[config.mk]
export PLATFORM = sky130hd
export DESIGN_NAME = riscv_run_ctrl
export DESIGN_NICKNAME = d
export VERILOG_FILES = /design/src/rtl/riscv_run_ctrl.sv
export SDC_FILE = /design/constraint.sdc
export NUM_CORES = 1
export LEC_CHECK = 0
export ABC_AREA = 1
export CAP_MARGIN = 25
export CELL_PAD_IN_SITES_DETAIL_PLACEMENT = 1
export CELL_PAD_IN_SITES_GLOBAL_PLACEMENT = 1
export CORE_MARGIN = 2
export CORE_UTILIZATION = 38
export CTS_CLUSTER_DIAMETER = 150
export DETAILED_ROUTE_END_ITERATION = 7
export PLACE_DENSITY_LB_ADDON = 0.08
export RECOVER_POWER = 100
export SLEW_MARGIN = 20
export SYNTH_ARGS = -nofsm -noshare
export SYNTH_HDL_FRONTEND = slang
export SYNTH_SLANG_ARGS = --single-unit
[constraint.sdc]
create_clock -name clock -period 3.1 [get_ports clock]
set_input_delay 0.465 -clock clock [delete_from_list [all_inputs] [get_ports clock]]
set_output_delay 0.465 -clock clock [all_outputs]
set_load 0.01 [all_outputs]
[src/rtl/riscv_run_ctrl.sv]
// Run/halt controller for a single-cycle RISC-V core: reset sequencing, STEP/RUN/RUN_N
// execution control, PC breakpoints and an enabled-cycle counter.
module riscv_run_ctrl #(
    parameter int CNT_W    = 32,
    parameter int PC_W     = 32,
    parameter int NUM_BP   = 2,
    parameter int RST_HOLD = 4
) (
    input  logic                                            clock,
    input  logic                                            rst,
    input  logic                                            cmd_valid,
    output logic                                            cmd_ready,
    input  logic [1:0]                                      cmd_op,
    input  logic [CNT_W-1:0]                                cmd_count,
    input  logic                                            bp_wr,
    input  logic [((NUM_BP > 1) ? $clog2(NUM_BP) : 1)-1:0]  bp_idx,
    input  logic [PC_W-1:0]                                 bp_addr,
    input  logic                                            bp_en,
    input  logic [PC_W-1:0]                                 core_pc,
    output logic                                            core_rst,
    output logic                                            core_clk_en,
    output logic                                            halted,
    output logic [1:0]                                      halt_cause,
    output logic [CNT_W-1:0]                                cycle_count
);

    localparam int IDX_W  = (NUM_BP > 1) ? $clog2(NUM_BP) : 1;
    localparam int HOLD_W = (RST_HOLD > 1) ? $clog2(RST_HOLD) : 1;

    localparam logic [1:0] OP_STOP  = 2'd0;
    localparam logic [1:0] OP_STEP  = 2'd1;
    localparam logic [1:0] OP_RUN   = 2'd2;
    localparam logic [1:0] OP_RUN_N = 2'd3;

    localparam logic [1:0] CAUSE_NONE  = 2'd0;
    localparam logic [1:0] CAUSE_STEP  = 2'd1;
    localparam logic [1:0] CAUSE_COUNT = 2'd2;
    localparam logic [1:0] CAUSE_BP    = 2'd3;

    typedef enum logic [2:0] {
        RST_SEQ,
        HALT,
        STEP,
        RUN,
        RUN_N
    } state_t;

    state_t              r_state;
    logic [HOLD_W-1:0]   r_hold_cnt;
    logic [CNT_W-1:0]    r_remaining;
    logic                r_skip_bp;
    logic [1:0]          r_cause;
    logic [CNT_W-1:0]    r_cycle_cnt;
    logic [NUM_BP-1:0]   r_bp_en;
    logic [PC_W-1:0]     r_bp_addr [NUM_BP];

    state_t              w_state_nxt;
    logic [HOLD_W-1:0]   w_hold_nxt;
    logic [CNT_W-1:0]    w_remaining_nxt;
    logic                w_skip_nxt;
    logic [1:0]          w_cause_nxt;
    logic                w_bp_match;
    logic                w_running;
    logic                w_accept;
    logic                w_stop;
    logic                w_bp_hit;
    logic                w_clk_en;
    logic                w_cmd_ready;

    always_comb begin
        w_bp_match = 1'b0;
        for (int i = 0; i < NUM_BP; i++) begin
            if (r_bp_en[i] && (r_bp_addr[i] == core_pc)) begin
                w_bp_match = 1'b1;
            end
        end
    end

    // Stop and breakpoint gate the core enable combinationally so the offending cycle never executes.
    always_comb begin
        w_cmd_ready = (r_state != RST_SEQ);
        w_running   = (r_state == STEP) || (r_state == RUN) || (r_state == RUN_N);
        w_accept    = cmd_valid && w_cmd_ready;
        w_stop      = w_accept && (cmd_op == OP_STOP) && w_running;
        w_bp_hit    = ((r_state == RUN) || (r_state == RUN_N)) && !r_skip_bp && w_bp_match;
        w_clk_en    = w_running && !w_stop && !w_bp_hit;
    end

    always_comb begin
        w_state_nxt     = r_state;
        w_hold_nxt      = r_hold_cnt;
        w_remaining_nxt = r_remaining;
        w_skip_nxt      = 1'b0;
        w_cause_nxt     = r_cause;
        case (r_state)
            RST_SEQ: begin
                if (r_hold_cnt == HOLD_W'(RST_HOLD - 1)) begin
                    w_state_nxt = HALT;
                    w_cause_nxt = CAUSE_NONE;
                end else begin
                    w_hold_nxt = r_hold_cnt + HOLD_W'(1);
                end
            end
            HALT: begin
                if (w_accept) begin
                    w_cause_nxt = CAUSE_NONE;
                    case (cmd_op)
                        OP_STEP: w_state_nxt = STEP;
                        OP_RUN: begin
                            w_state_nxt = RUN;
                            w_skip_nxt  = 1'b1;
                        end
                        OP_RUN_N: begin
                            if (cmd_count != '0) begin
                                w_state_nxt     = RUN_N;
                                w_remaining_nxt = cmd_count;
                                w_skip_nxt      = 1'b1;
                            end
                        end
                        default: w_state_nxt = HALT;
                    endcase
                end
            end
            STEP: begin
                w_state_nxt = HALT;
                w_cause_nxt = w_stop ? CAUSE_NONE : CAUSE_STEP;
            end
            RUN: begin
                if (w_stop) begin
                    w_state_nxt = HALT;
                    w_cause_nxt = CAUSE_NONE;
                end else if (w_bp_hit) begin
                    w_state_nxt = HALT;
                    w_cause_nxt = CAUSE_BP;
                end
            end
            RUN_N: begin
                if (w_stop) begin
                    w_state_nxt = HALT;
                    w_cause_nxt = CAUSE_NONE;
                end else if (w_bp_hit) begin
                    w_state_nxt = HALT;
                    w_cause_nxt = CAUSE_BP;
                end else if (r_remaining == CNT_W'(1)) begin
                    w_state_nxt = HALT;
                    w_cause_nxt = CAUSE_COUNT;
                end else begin
                    w_remaining_nxt = r_remaining - CNT_W'(1);
                end
            end
            default: w_state_nxt = RST_SEQ;
        endcase
    end

    always_ff @(posedge clock) begin
        if (!rst) begin
            r_state     <= RST_SEQ;
            r_hold_cnt  <= '0;
            r_remaining <= '0;
            r_skip_bp   <= 1'b0;
            r_cause     <= CAUSE_NONE;
            r_cycle_cnt <= '0;
            r_bp_en     <= '0;
        end else begin
            r_state     <= w_state_nxt;
            r_hold_cnt  <= w_hold_nxt;
            r_remaining <= w_remaining_nxt;
            r_skip_bp   <= w_skip_nxt;
            r_cause     <= w_cause_nxt;
            if (w_clk_en) begin
                r_cycle_cnt <= r_cycle_cnt + CNT_W'(1);
            end
            for (int i = 0; i < NUM_BP; i++) begin
                if (bp_wr && (bp_idx == IDX_W'(i))) begin
                    r_bp_en[i] <= bp_en;
                end
            end
        end
    end

    // Breakpoint addresses are qualified by their enables, so they need no reset.
    always_ff @(posedge clock) begin
        for (int i = 0; i < NUM_BP; i++) begin
            if (bp_wr && (bp_idx == IDX_W'(i))) begin
                r_bp_addr[i] <= bp_addr;
            end
        end
    end

    assign cmd_ready   = w_cmd_ready;
    assign core_rst    = (r_state == RST_SEQ);
    assign core_clk_en = w_clk_en;
    assign halted      = (r_state == HALT);
    assign halt_cause  = r_cause;
    assign cycle_count = r_cycle_cnt;

endmodule

-- Word-level counts from Yosys, hierarchy flattened
Memories as Yosys holds them, arrays and structs flattened.
Index checks and enable logic that the tools add are counted.
- bits in registers: 74
- bits in writable memories: 64
- input bits: 104
- output and inout bits: 38
- word-level logic and storage cells: 101
- memories kept: 1
- add/subtract/negate cells: 3
- equality and inequality tests: 21
- muxes and demuxes: 37
- bitwise operators: 2
- reductions and logical operators: 29
- memories (name ; words ; width ; rd ports ; clocked after memory_dff ; write ports ; RTL line ; source):
    r_bp_addr ; 2 ; 32 ; 2 ; 0 ; 1 ; 55 ; logic [PC_W-1:0] r_bp_addr [NUM_BP];
- operators with widths (cell ; count):
    $mux W32 ; 7
    $eq A32 B32 Y1 ; 2
    $pmux W32 S2 ; 1
    $add A32 B1 Y32 const B ; 1
    $eq A32 B1 Y1 const B ; 1
    $reduce_bool A32 Y1 ; 1
    $reduce_or A32 Y1 ; 1
    $sub A32 B1 Y32 const B ; 1
    $mux W3 ; 8
    $pmux W3 S5 ; 1
    $mux W2 ; 7
    $logic_and A1 B1 Y1 ; 11
    $mux W1 ; 10
    $pmux W2 S5 ; 1
    $reduce_and A5 Y1 ; 2
    $pmux W3 S3 ; 1
    $ne A2 B1 Y1 const B ; 4
    $reduce_and A7 Y1 ; 1
    $eq A2 B2 Y1 const B ; 3
    $eq A3 B2 Y1 const B ; 2
    $ne A2 B2 Y1 const B ; 3
    $ne A3 B3 Y1 const B ; 2
    $reduce_bool A5 Y1 ; 1
    $ne A4 B3 Y1 const B ; 1
    14 further kinds ; 19

-- Depth between registers and ports, before layout
Gate-level depths: netlist of run 1.
- word-level depth: 8
- depth in mapped cells: 17
- gate-level depth less buffers: 17

-- Least setup slack after synthesis of run 1
Ideal clock, no wire load.
- path type: input -> register
- start: in bp_wr
- end: mem r_bp_addr[0][0], enable pin
- library setup time: 423 ps
- arrival: 1890 ps
- required time: 2677 ps
- slack: 787 ps
- cell stages on the path: 2
- path buffers: 0
- cell sequence: inv_1 > nor2_1
- word-level cells in the longest chain between the ends: 5
- elaborated cells on any way between the ends: 9
- classes of those cells: mux (6); reduce/logical (3)
- ends and longest elaborated chain (item ; RTL line ; source):
    start: declaration ; 15 ; input logic bp_wr,
    $logic_and A1 B1 Y1 ; 184 ; if (bp_wr && (bp_idx == IDX_W'(i))) begin
    $mux W1 ; 184 ;
    $mux W1 (implied by the code) ; 185 ; r_bp_addr[i] <= bp_addr;
    $reduce_or A32 Y1 (no source line) ; -- ;
    $mux W1 (no source line) ; -- ;
    end: declaration ; 55 ;
Parallel ways exist; a longest one is shown, timed or not.

-- Worst setup path after layout of run 1
- start: in core_pc[13]
- end: out core_clk_en
- word-level cells in the longest chain between the ends: 7
- elaborated cells on any way between the ends: 9
- classes of those cells: eq/ne (2); mux (2); reduce/logical (5)
- ends and longest elaborated chain (item ; RTL line ; source):
    start: declaration ; 19 ; input logic [PC_W-1:0] core_pc,
    $eq A32 B32 Y1 ; 73 ; if (r_bp_en[i] && (r_bp_addr[i] == core_pc)) begin
    $logic_and A1 B1 Y1 ; 73 ;
    $mux W1 ; 73 ;
    $mux W1 (*) ; 73 ;
    $logic_and A1 B1 Y1 (*) ; 85 ; w_bp_hit = ((r_state == RUN) || (r_state == RUN_N)) && !r_skip_bp && w_bp_match;
    $logic_not A1 Y1 (*) ; 86 ; w_clk_en = w_running && !w_stop && !w_bp_hit;
    $logic_and A1 B1 Y1 (*) ; 86 ;
    end: declaration ; 21 ; output logic core_clk_en,
Every way passes the cells marked *; elsewhere a longest branch is shown, timed or not.

==> run summary, run 1 <==
The flow ran to the end, but the final reports show violations. The final reports fail on capacitance limit, slew limit. Pin placement for this block handled 142 I/O pins. Summing all flip-flop and latch instances after layout gives 3400 um^2.

Counting flops with a built-in enable in the synthesized netlist gives 64. Tracing the worst setup path back leads to its startpoint at core_pc[13]. The number of library cell types mapped by synthesis was 44; the mean instance size in the synthesized netlist was 7.52 um^2.

Routability-driven placement finished with a final weighted congestion of 0.812. Before antenna repair, the detailed router went through 4 iterations. The maximum number of buffers from clock root to sink is 2, and the number of buffers added on ports is 141.

Number of slew-limit violations in the final report: 29. The repair_antennas step left the layout with diodes totalling 0. For the worst setup path, the data required time is 2630 ps. The most used flip-flop cell after synthesis is sky130_fd_sc_hd__dfxtp_1. The run gives 0 as the final number of setup-violating endpoints. TritonCTS built the clock tree. Measured on the finished design, the core utilization comes to 49.6%.

Yosys instantiated no cell more often than sky130_fd_sc_hd__nand2_1. After clock tree synthesis, the flow added hold-fix buffers numbering 0. The area growth from synthesis to layout is 29.0%. The critical path is of the input port to output pin type. The net count after synthesis is 1136, and the number of sinks driven by the clock tree is 138. The detail-routed net length per standard cell is 15.5 um. In this run the most critical hold path is launched from r_hold_cnt[1].

Once the floorplan was initialized, standard cells occupied 38.4% of the core. The critical register-to-register path endpoint was cycle_count[31]. The synthesized design contains 138 register bits. The worst path in the final design needs a cycle of 2730 ps, including I/O delays and setup. The commonest cells after synthesis are sky130_fd_sc_hd__nand2_1, sky130_fd_sc_hd__nor2_1, sky130_fd_sc_hd__inv_1, sky130_fd_sc_hd__dfxtp_1, sky130_fd_sc_hd__edfxtp_1. Summing the sequential cell areas from Yosys gives 44.2% of the chip area.

The leftover overflow at the end of global routing is 0, and the post-route clock period utilization is 88.0%. The most frequent cell on the critical path was sky130_fd_sc_hd__nand2_1. On the final layout, the worst hold slack is 456 ps.

The number of design rule violations left after detail routing came out at 0. After clock tree synthesis, the repair step resized 0 gates. The power per unit of standard cell area is 653 nW/um^2, and the async set-or-reset flop fraction in the synthesized netlist is 0%.

Global routing used 29.0% of the available met1 tracks. By area the synthesized netlist is led by sky130_fd_sc_hd__edfxtp_1, sky130_fd_sc_hd__dfxtp_1, sky130_fd_sc_hd__nand2_1. End point of the most critical hold path: r_hold_cnt[1]. The number of cells on the worst reg-to-reg path is 12. Clock-pin slew was measured on the worst setup and hold paths at 60 ps. In the global route stage, met2 resource usage came out at 36.5%. After synthesis the cells add up to 7700 um^2. The max capacitance violation total came out at 1.

In this design, the stage delay of the slowest critical-path cell is 580 ps. In the routed layout, each cell is associated on average with a via count of 4.96. Number of hold violations in the final report: 0. The detail route stage leaves a number of antenna-violating nets equal to 0. Overall routed net length: 22.6 mm. For this run, the total global-route usage over all layers was measured as 21.5%. On the critical path, the stage with the largest delay is an instance of sky130_fd_sc_hd__dlygate4sd3_1.

Cell type contributing the most total cell area after synthesis: sky130_fd_sc_hd__edfxtp_1. The core footprint is 20000 um^2, and the instance count along the most critical hold path is 2. The total of warnings raised by yosys was 0.

For the number of levels the H-tree was split into, the log shows 4. The path class of the lowest-slack min-delay path is flop to flop. The HPWL after detailed placement is 16.6 mm. Routing layer with the top usage in global route: met2.

Horizontal die dimension: 146 um. Setup repair after global routing left no endpoint under its margin. Adding up every negative setup slack in the final design gives 0 ps. The count of fill cells added during filler insertion was 2534.

The tools report the sort of element at the start of the critical path as an input port. For the worst slew slack as a fraction of its limit, the log shows -9.19%. Via count of the first global-routing pass: 7232. Combined area of the multi-input logic cells: 3690 um^2. Walking the worst path, the cells encountered are dlygate4sd3_1, inv_1, nand2_1, nand2_1, inv_1, nand2_1, nor2_2, nand2_1, nor2_1, nand3_1, nand2_2, nand2_2, nand2_1, inv_2, dlymetal6s2s_1. Of all nets on the critical path, the largest fanout is 4. The first-pass GRT wire length was 36.8 mm. The share of the synthesized area in the top cell type was 25.0%; the leakage component of the power was 0.00408 uW.

The global-route met3 utilization is 3.28%. The worst-case IR drop observed on VDD is 0.000466 V. The type of destination of the critical path was an output pin.

The initial antenna violation count is 0, and the number of nets in the layout is 1282. The die is 146 um tall. The data arrival time of the critical path is 2260 ps. Post-CTS timing repair inserted 0 buffers for setup. The largest net degree at the start of global routing was 41. The number of buffers created by CTS is 17, and the highest achievable clock rate is 367 MHz. The die outline area is 21400 um^2. The pin slew with the least headroom to its limit came out at 1640 ps. The final route contains 7203 vias.

Number of instances in the synthesized netlist: 1024. On the final layout, the worst clock skew is 9.38 ps. The fraction of final layout cells with drive strength greater than 1 was 7.52%. At the later pin of the worst-skew pair, clock insertion delay measures 420 ps.

The worst setup slack for register-to-register paths came out at 700 ps. The cell at the root of the clock tree is sky130_fd_sc_hd__clkbuf_16. The run gives 222 as the number of violations reported at the end of detailed-routing iteration 0.

In this run the critical register-to-register path is launched from r_bp_addr[0][2]. The floorplan has 52 rows.
-- cell type report --
type	count	share of cell area, %
sequential	138	34.3
multi-input combinational	742	37.2
timing repair buffer	153	15.1
clock buffer	19	4.36
clock inverter	13	1.21
tap	270	3.40
inverter	118	4.46
-- stage by stage --
stage,total power [uW],instances,setup WS [ps],area [um^2]
floorplan,3890,1024,787,7700
global placement,4600,1421,55.2,9400
detailed placement,4630,1421,17.9,9400
CTS,6610,1453,5.95,9950
global route,6930,1453,135,9940
finish,6490,1453,373,9940
-- worst max-delay path by stage --
stage	endpoint	slack, ps	depth (start not counted)
final	core_clk_en	370	15
after global routing	core_clk_en	140	15
after CTS	core_clk_en	6	15
after detailed placement	core_clk_en	20	15
after global placement	core_clk_en	60	15
after floorplan	r_bp_addr[0][0]	790	2
-- sequential cells by signal, summed over array words and instances, names as in the netlist --
signal and cells:
r_hold_cnt 2, r_bp_en 2, cycle_count 32, r_state 3
r_skip_bp 1, r_remaining 32, halt_cause 2, r_bp_addr 64
-- logic make-up (layout without fill, tap and decap cells) --
group / Yosys count / count (layout) / synth area share, %
and+or+nand+nor: 529 / 529 / 29.4
AOI/OAI and AO/OA: 150 / 150 / 11.0
buffers and inverters: 144 / 303 / 7.88
DFF: 138 / 138 / 44.2
xor gates and xnor gates: 55 / 55 / 6.25
adders and majority gates: 8 / 8 / 1.30
-- critical path, delay by kind of cell --
family / cells / cell delay [ps]
buf+inv: 5 / 930
simple gates: 10 / 860
-- placed cells by master (no fill, tap or decap), types with 3 or more instances in the layout --
master,instances
sky130_fd_sc_hd__a211oi_2,5
sky130_fd_sc_hd__a21oi_1,49
sky130_fd_sc_hd__a31oi_1,9
sky130_fd_sc_hd__buf_4,7
sky130_fd_sc_hd__clkbuf_1,4
sky130_fd_sc_hd__clkbuf_16,17
sky130_fd_sc_hd__clkdlybuf4s50_1,68
sky130_fd_sc_hd__clkinv_1,3
sky130_fd_sc_hd__clkinv_2,3
sky130_fd_sc_hd__clkinvlp_4,3
sky130_fd_sc_hd__dfxtp_1,74
sky130_fd_sc_hd__dlygate4sd3_1,72
sky130_fd_sc_hd__edfxtp_1,64
sky130_fd_sc_hd__ha_1,8
sky130_fd_sc_hd__inv_1,97
sky130_fd_sc_hd__inv_2,18
sky130_fd_sc_hd__inv_6,4
sky130_fd_sc_hd__nand2_1,252
sky130_fd_sc_hd__nand2_2,4
sky130_fd_sc_hd__nand3_1,30
sky130_fd_sc_hd__nand4_1,16
sky130_fd_sc_hd__nor2_1,158
sky130_fd_sc_hd__nor2_2,8
sky130_fd_sc_hd__nor2_4,3
sky130_fd_sc_hd__nor3_1,29
sky130_fd_sc_hd__nor3_2,5
sky130_fd_sc_hd__nor4_1,12
sky130_fd_sc_hd__o21ai_0,47
sky130_fd_sc_hd__o21ai_1,20
sky130_fd_sc_hd__o21bai_1,4
sky130_fd_sc_hd__o22ai_1,6
sky130_fd_sc_hd__o31ai_1,4
sky130_fd_sc_hd__xnor2_1,24
sky130_fd_sc_hd__xor2_1,31
-- where the power goes --
group | leakage (uW) | switching (uW) | internal [uW] | total, uW
logic | 0.00261 | 1470 | 826 | 2300
clock network | 0.000265 | 836 | 1110 | 1950
registers | 0.00120 | 151 | 2100 | 2250
total | 0.00408 | 2460 | 4030 | 6490
-- layer usage --
metal / wire, um / part of all wire (%) / vias up
met4: 202 / 0.89 / 0
li1: - / - / 3648
met3: 625 / 2.8 / 13
met5: 0 / 0 / -
met1: 11000 / 49 / 3431
met2: 10800 / 48 / 111
Power figures use the tool's default switching activity.
==> run 2: changes to the inputs <==
--- a/config.mk
+++ b/config.mk
@@ -15,6 +15,7 @@
 export DETAILED_ROUTE_END_ITERATION = 7
 export PLACE_DENSITY_LB_ADDON = 0.08
 export RECOVER_POWER = 100
+export SKIP_LAST_GASP = 1
 export SLEW_MARGIN = 20
 export SYNTH_ARGS = -nofsm -noshare
 export SYNTH_HDL_FRONTEND = slang
==> results of run 2 <==
Final layout, timing and power as in run 1 (identical DEF).
==> run 3: changes to the inputs <==
--- a/config.mk
+++ b/config.mk
@@ -5,14 +5,14 @@
 export SDC_FILE = /design/constraint.sdc
 export NUM_CORES = 1
 export LEC_CHECK = 0
-export ABC_AREA = 1
 export CAP_MARGIN = 25
 export CELL_PAD_IN_SITES_DETAIL_PLACEMENT = 1
 export CELL_PAD_IN_SITES_GLOBAL_PLACEMENT = 1
 export CORE_MARGIN = 2
-export CORE_UTILIZATION = 38
+export CORE_UTILIZATION = 40
 export CTS_CLUSTER_DIAMETER = 150
 export DETAILED_ROUTE_END_ITERATION = 7
+export GPL_ROUTABILITY_DRIVEN = 0
 export PLACE_DENSITY_LB_ADDON = 0.08
 export RECOVER_POWER = 100
 export SKIP_LAST_GASP = 1
==> run summary, run 3 <==
The run finished, with violations left. The checks that failed: capacitance limit, slew limit. The routed layout has 6251 vias.

Number of flip-flops in the largest register: 64. The power per unit of standard cell area works out to 532 nW/um^2. Between clock sinks in the finished design, the worst skew comes to 10.9 ps.

A synthesized cell averages 9.73 um^2. For the final total power, the log shows 5050 uW. Initial antenna violation count: 2. Of the cells placed in the final design, the portion with a size suffix greater than 1 is 10.3%.

The worst slew slack as a fraction of its limit was -31.2%; the horizontal die dimension was 136 um. For this run, global-route usage on met2 was measured as 42.0%. The detail route stage leaves a number of antenna-violating nets equal to 0. The top cell types in the final layout, fill and taps aside, are sky130_fd_sc_hd__dfxtp_1, sky130_fd_sc_hd__dlygate4sd3_1, sky130_fd_sc_hd__nand2_1. At the pin with the least slew margin, the transition time is 1970 ps.

The region available for standard cell placement spans 17200 um^2. The share of the synthesized area in the top cell type was 27.6%; the all-layer global routing usage was 23.2%. After routing, the total negative slack on setup checks comes to 0 ps.

The worst setup margin was 31.4 ps; the leakage component of the power was 0.00348 uW. The tools report the largest net degree at the start of global routing as 83. Yosys mapped a number of flops with a built-in enable equal to 64. The height of the die is 136 um. Critical path start-end classification: input port to output pin. From synthesis to final layout, the design area changed by 36.0%. In the final design database the tool counted 1002 nets. The routing layer with the top usage in global route was met2. The cell sitting at the root of the clock tree is a sky130_fd_sc_hd__clkbuf_16. The first global-routing pass estimated 33.6 mm of wire.

The global routing usage on met1 came out at 27.1%. The per-cell via count in the routed design was 5.53. The commonest cells after synthesis are sky130_fd_sc_hd__dfxtp_1, sky130_fd_sc_hd__nand2_1, sky130_fd_sc_hd__edfxtp_1, sky130_fd_sc_hd__nor2_1, sky130_fd_sc_hd__xnor2_1. For the sequential fraction of the synthesis area, the log shows 48.8%. The number of hold violations in the final report was 0; the maximum fanout encountered on the critical timing path was 2. For the worst-skew pair, the clock arrives at the later sink with an insertion delay of 420 ps.

Counting along the longest clock path gives a buffer depth of 2. Counting the fill cells in the layout gives 1926. For the worst setup path, the data required time is 2630 ps. Detailed placement finished with a half-perimeter wire length of 14.8 mm. With fillers left out, the area of the finished cells amounts to 9480 um^2. The number of slew-limit violations in the final report is 68, and the number of sinks driven by the clock tree is 138. After synthesis the cells add up to 6970 um^2. Setup repair after global routing could not meet its margin everywhere. The logs give 829 for the net count after synthesis and 291 for the number of violations reported at the end of detailed-routing iteration 0. The cell type contributing the most total cell area after synthesis was sky130_fd_sc_hd__edfxtp_1. The sequential cells in the finished layout cover a total of 3400 um^2.

Total of warnings raised by yosys: 0. By instance count, the leading cell after synthesis is sky130_fd_sc_hd__dfxtp_1. In the global route stage, met3 resource usage came out at 5.78%.

Top flip-flop cell by instance count after synthesis: sky130_fd_sc_hd__dfxtp_1. TritonCTS built the clock tree. Register bank with the most flops: r_bp_addr.

STA puts the critical path data arrival time at 2600 ps. Number of hold buffers added after CTS: 0. The detail-routed net length per standard cell is 18.5 um. Setup violations remaining at the end of the flow were counted as 0. Derived from the worst setup path, the maximum achievable clock frequency is 326 MHz. Once the floorplan was initialized, standard cells occupied 40.6% of the core.

Yosys mapped the design onto 61 distinct sky130hd cell types. Across the run, the number of max-cap violations was 2. The path class of the lowest-slack min-delay path is flop to flop. Number of instances in the synthesized netlist: 717. Summing all multi-input logic gate instances after layout gives 3390 um^2.

Subtracting the final worst setup slack from the clock period gives 3070 ps. For this run, the share of the core covered by cells in the final layout is 55.2%. The clock slew seen by the registers of the worst setup and hold paths works out to 60 ps. Across the VDD grid, the largest voltage drop is 0.000417 V. The overall routed net length was 20.9 mm; the post-route clock period utilization was 99.0%. STA classifies the critical path endpoint as an output pin. The first TritonRoute pass finished after 6 iterations.

The run gives 0 as the leftover overflow at the end of global routing. Leaving out fill and tap cells, the most frequent cell in the layout is sky130_fd_sc_hd__dfxtp_1. For the number of primary I/O pins, the log shows 142. Async set-or-reset flop fraction in the synthesized netlist: 0%. The via count of the first global-routing pass came out at 6605.

The die outline area was 18500 um^2; the number of placement rows was 48. Yosys attributes the largest share of cell area to sky130_fd_sc_hd__edfxtp_1, sky130_fd_sc_hd__dfxtp_1, sky130_fd_sc_hd__xnor2_1. The tools report the number of design rule violations left after detail routing as 0.

STA classifies the critical path startpoint as an input port. The number of levels the H-tree was split into was 4; the pre-CTS setup slack was -320 ps. The number of buffers added on ports came out at 141.

Buffers inserted during clock tree synthesis total 17. After synthesis the netlist holds a flip-flop and latch count of 138. The placed instances occupy a cell area of 8900 um^2.
-- run 3: cell count changes in the layout (fill, tap and decap cells not counted), sizes merged, moves of 17 or more --
| cell | delta |
|---|---|
| nand2b | +26 |
| xnor2 | +26 |
| inv | -99 |
| nand2 | -190 |
| buf | +31 |
| o21ai | -43 |
| mux2i | +17 |
| nor2 | -107 |
-- run 3: worst paths after layout --
check | slack [ps] | start | endpoint | cells after the start
worst min-delay path | 470 | cycle_count[31] | cycle_count[31] | 2
worst max-delay path | 30 | core_pc[31] | core_clk_en | 9
worst min register to register | 470 | cycle_count[31] | cycle_count[31] | 2
worst max register to register | 190 | r_remaining[25] | halt_cause[1] | 8
-- run 3: power breakdown --
| group | internal (uW) | switching (uW) |
|---|---|---|
| Combinational | 411 | 510 |
| Sequential | 2010 | 63.3 |
| Clock | 1200 | 850 |
| Total | 3620 | 1420 |
-- run 3: logic make-up (layout without fill, tap and decap cells) --
group	count (synthesis)	after routing	synth area share (%)
AND/OR/NAND/NOR	288	288	21.4
AO/OA/AOI/OAI	143	143	13.7
flip-flops	138	138	48.8
XOR/XNOR	73	73	9.17
buffers and inverters	50	236	2.98
multiplexers	17	17	2.44
adder cells (fa/ha/maj)	8	8	1.44
other	0	2	0
-- run 3: what timing repair did --
action | CTS | global route
resized for setup | 10 | 2
hold endpoints to repair | 0 | 0
setup buffers | 0 | 1
cloned | 0 | 0
setup endpoints to repair | 1 | 3
pin swaps | 2 | 4
-- run 3: critical path, stage by stage --
cell                              delay [ps]
sky130_fd_sc_hd__clkdlybuf4s50_1         460
sky130_fd_sc_hd__xor2_1                  190
sky130_fd_sc_hd__nor4_1                  250
sky130_fd_sc_hd__buf_4                   160
sky130_fd_sc_hd__nand2_1                  60
sky130_fd_sc_hd__or4_4                   430
sky130_fd_sc_hd__o22a_1                  190
sky130_fd_sc_hd__and2_4                  170
sky130_fd_sc_hd__clkdlybuf4s15_2         220
-- run 3: per-layer routing --
layer | wire [um] | share of wire [%]
met1 | 8640 | 41
met5 | 0 | 0
met3 | 1030 | 4.9
met4 | 232 | 1.1
met2 | 11000 | 53
-- run 3: area by class of cell --
class                           instances  share of cell area [%]
Clock buffer                           18                    4.53
Clock inverter                         14                    1.69
Sequential cell                       138                    35.9
Tap cell                              225                    2.97
Inverter                               15                   0.594
Antenna cell                            2                  0.0528
Timing Repair Buffer                  189                    18.5
Multi-Input combinational cell        529                    35.8
-- run 3: through the flow --
stage	cells	hold slack [ps]
after floorplan	717	449
after global placement	1095	455
after detailed placement	1095	467
after CTS	1127	476
after global routing	1129	493
final	1130	472
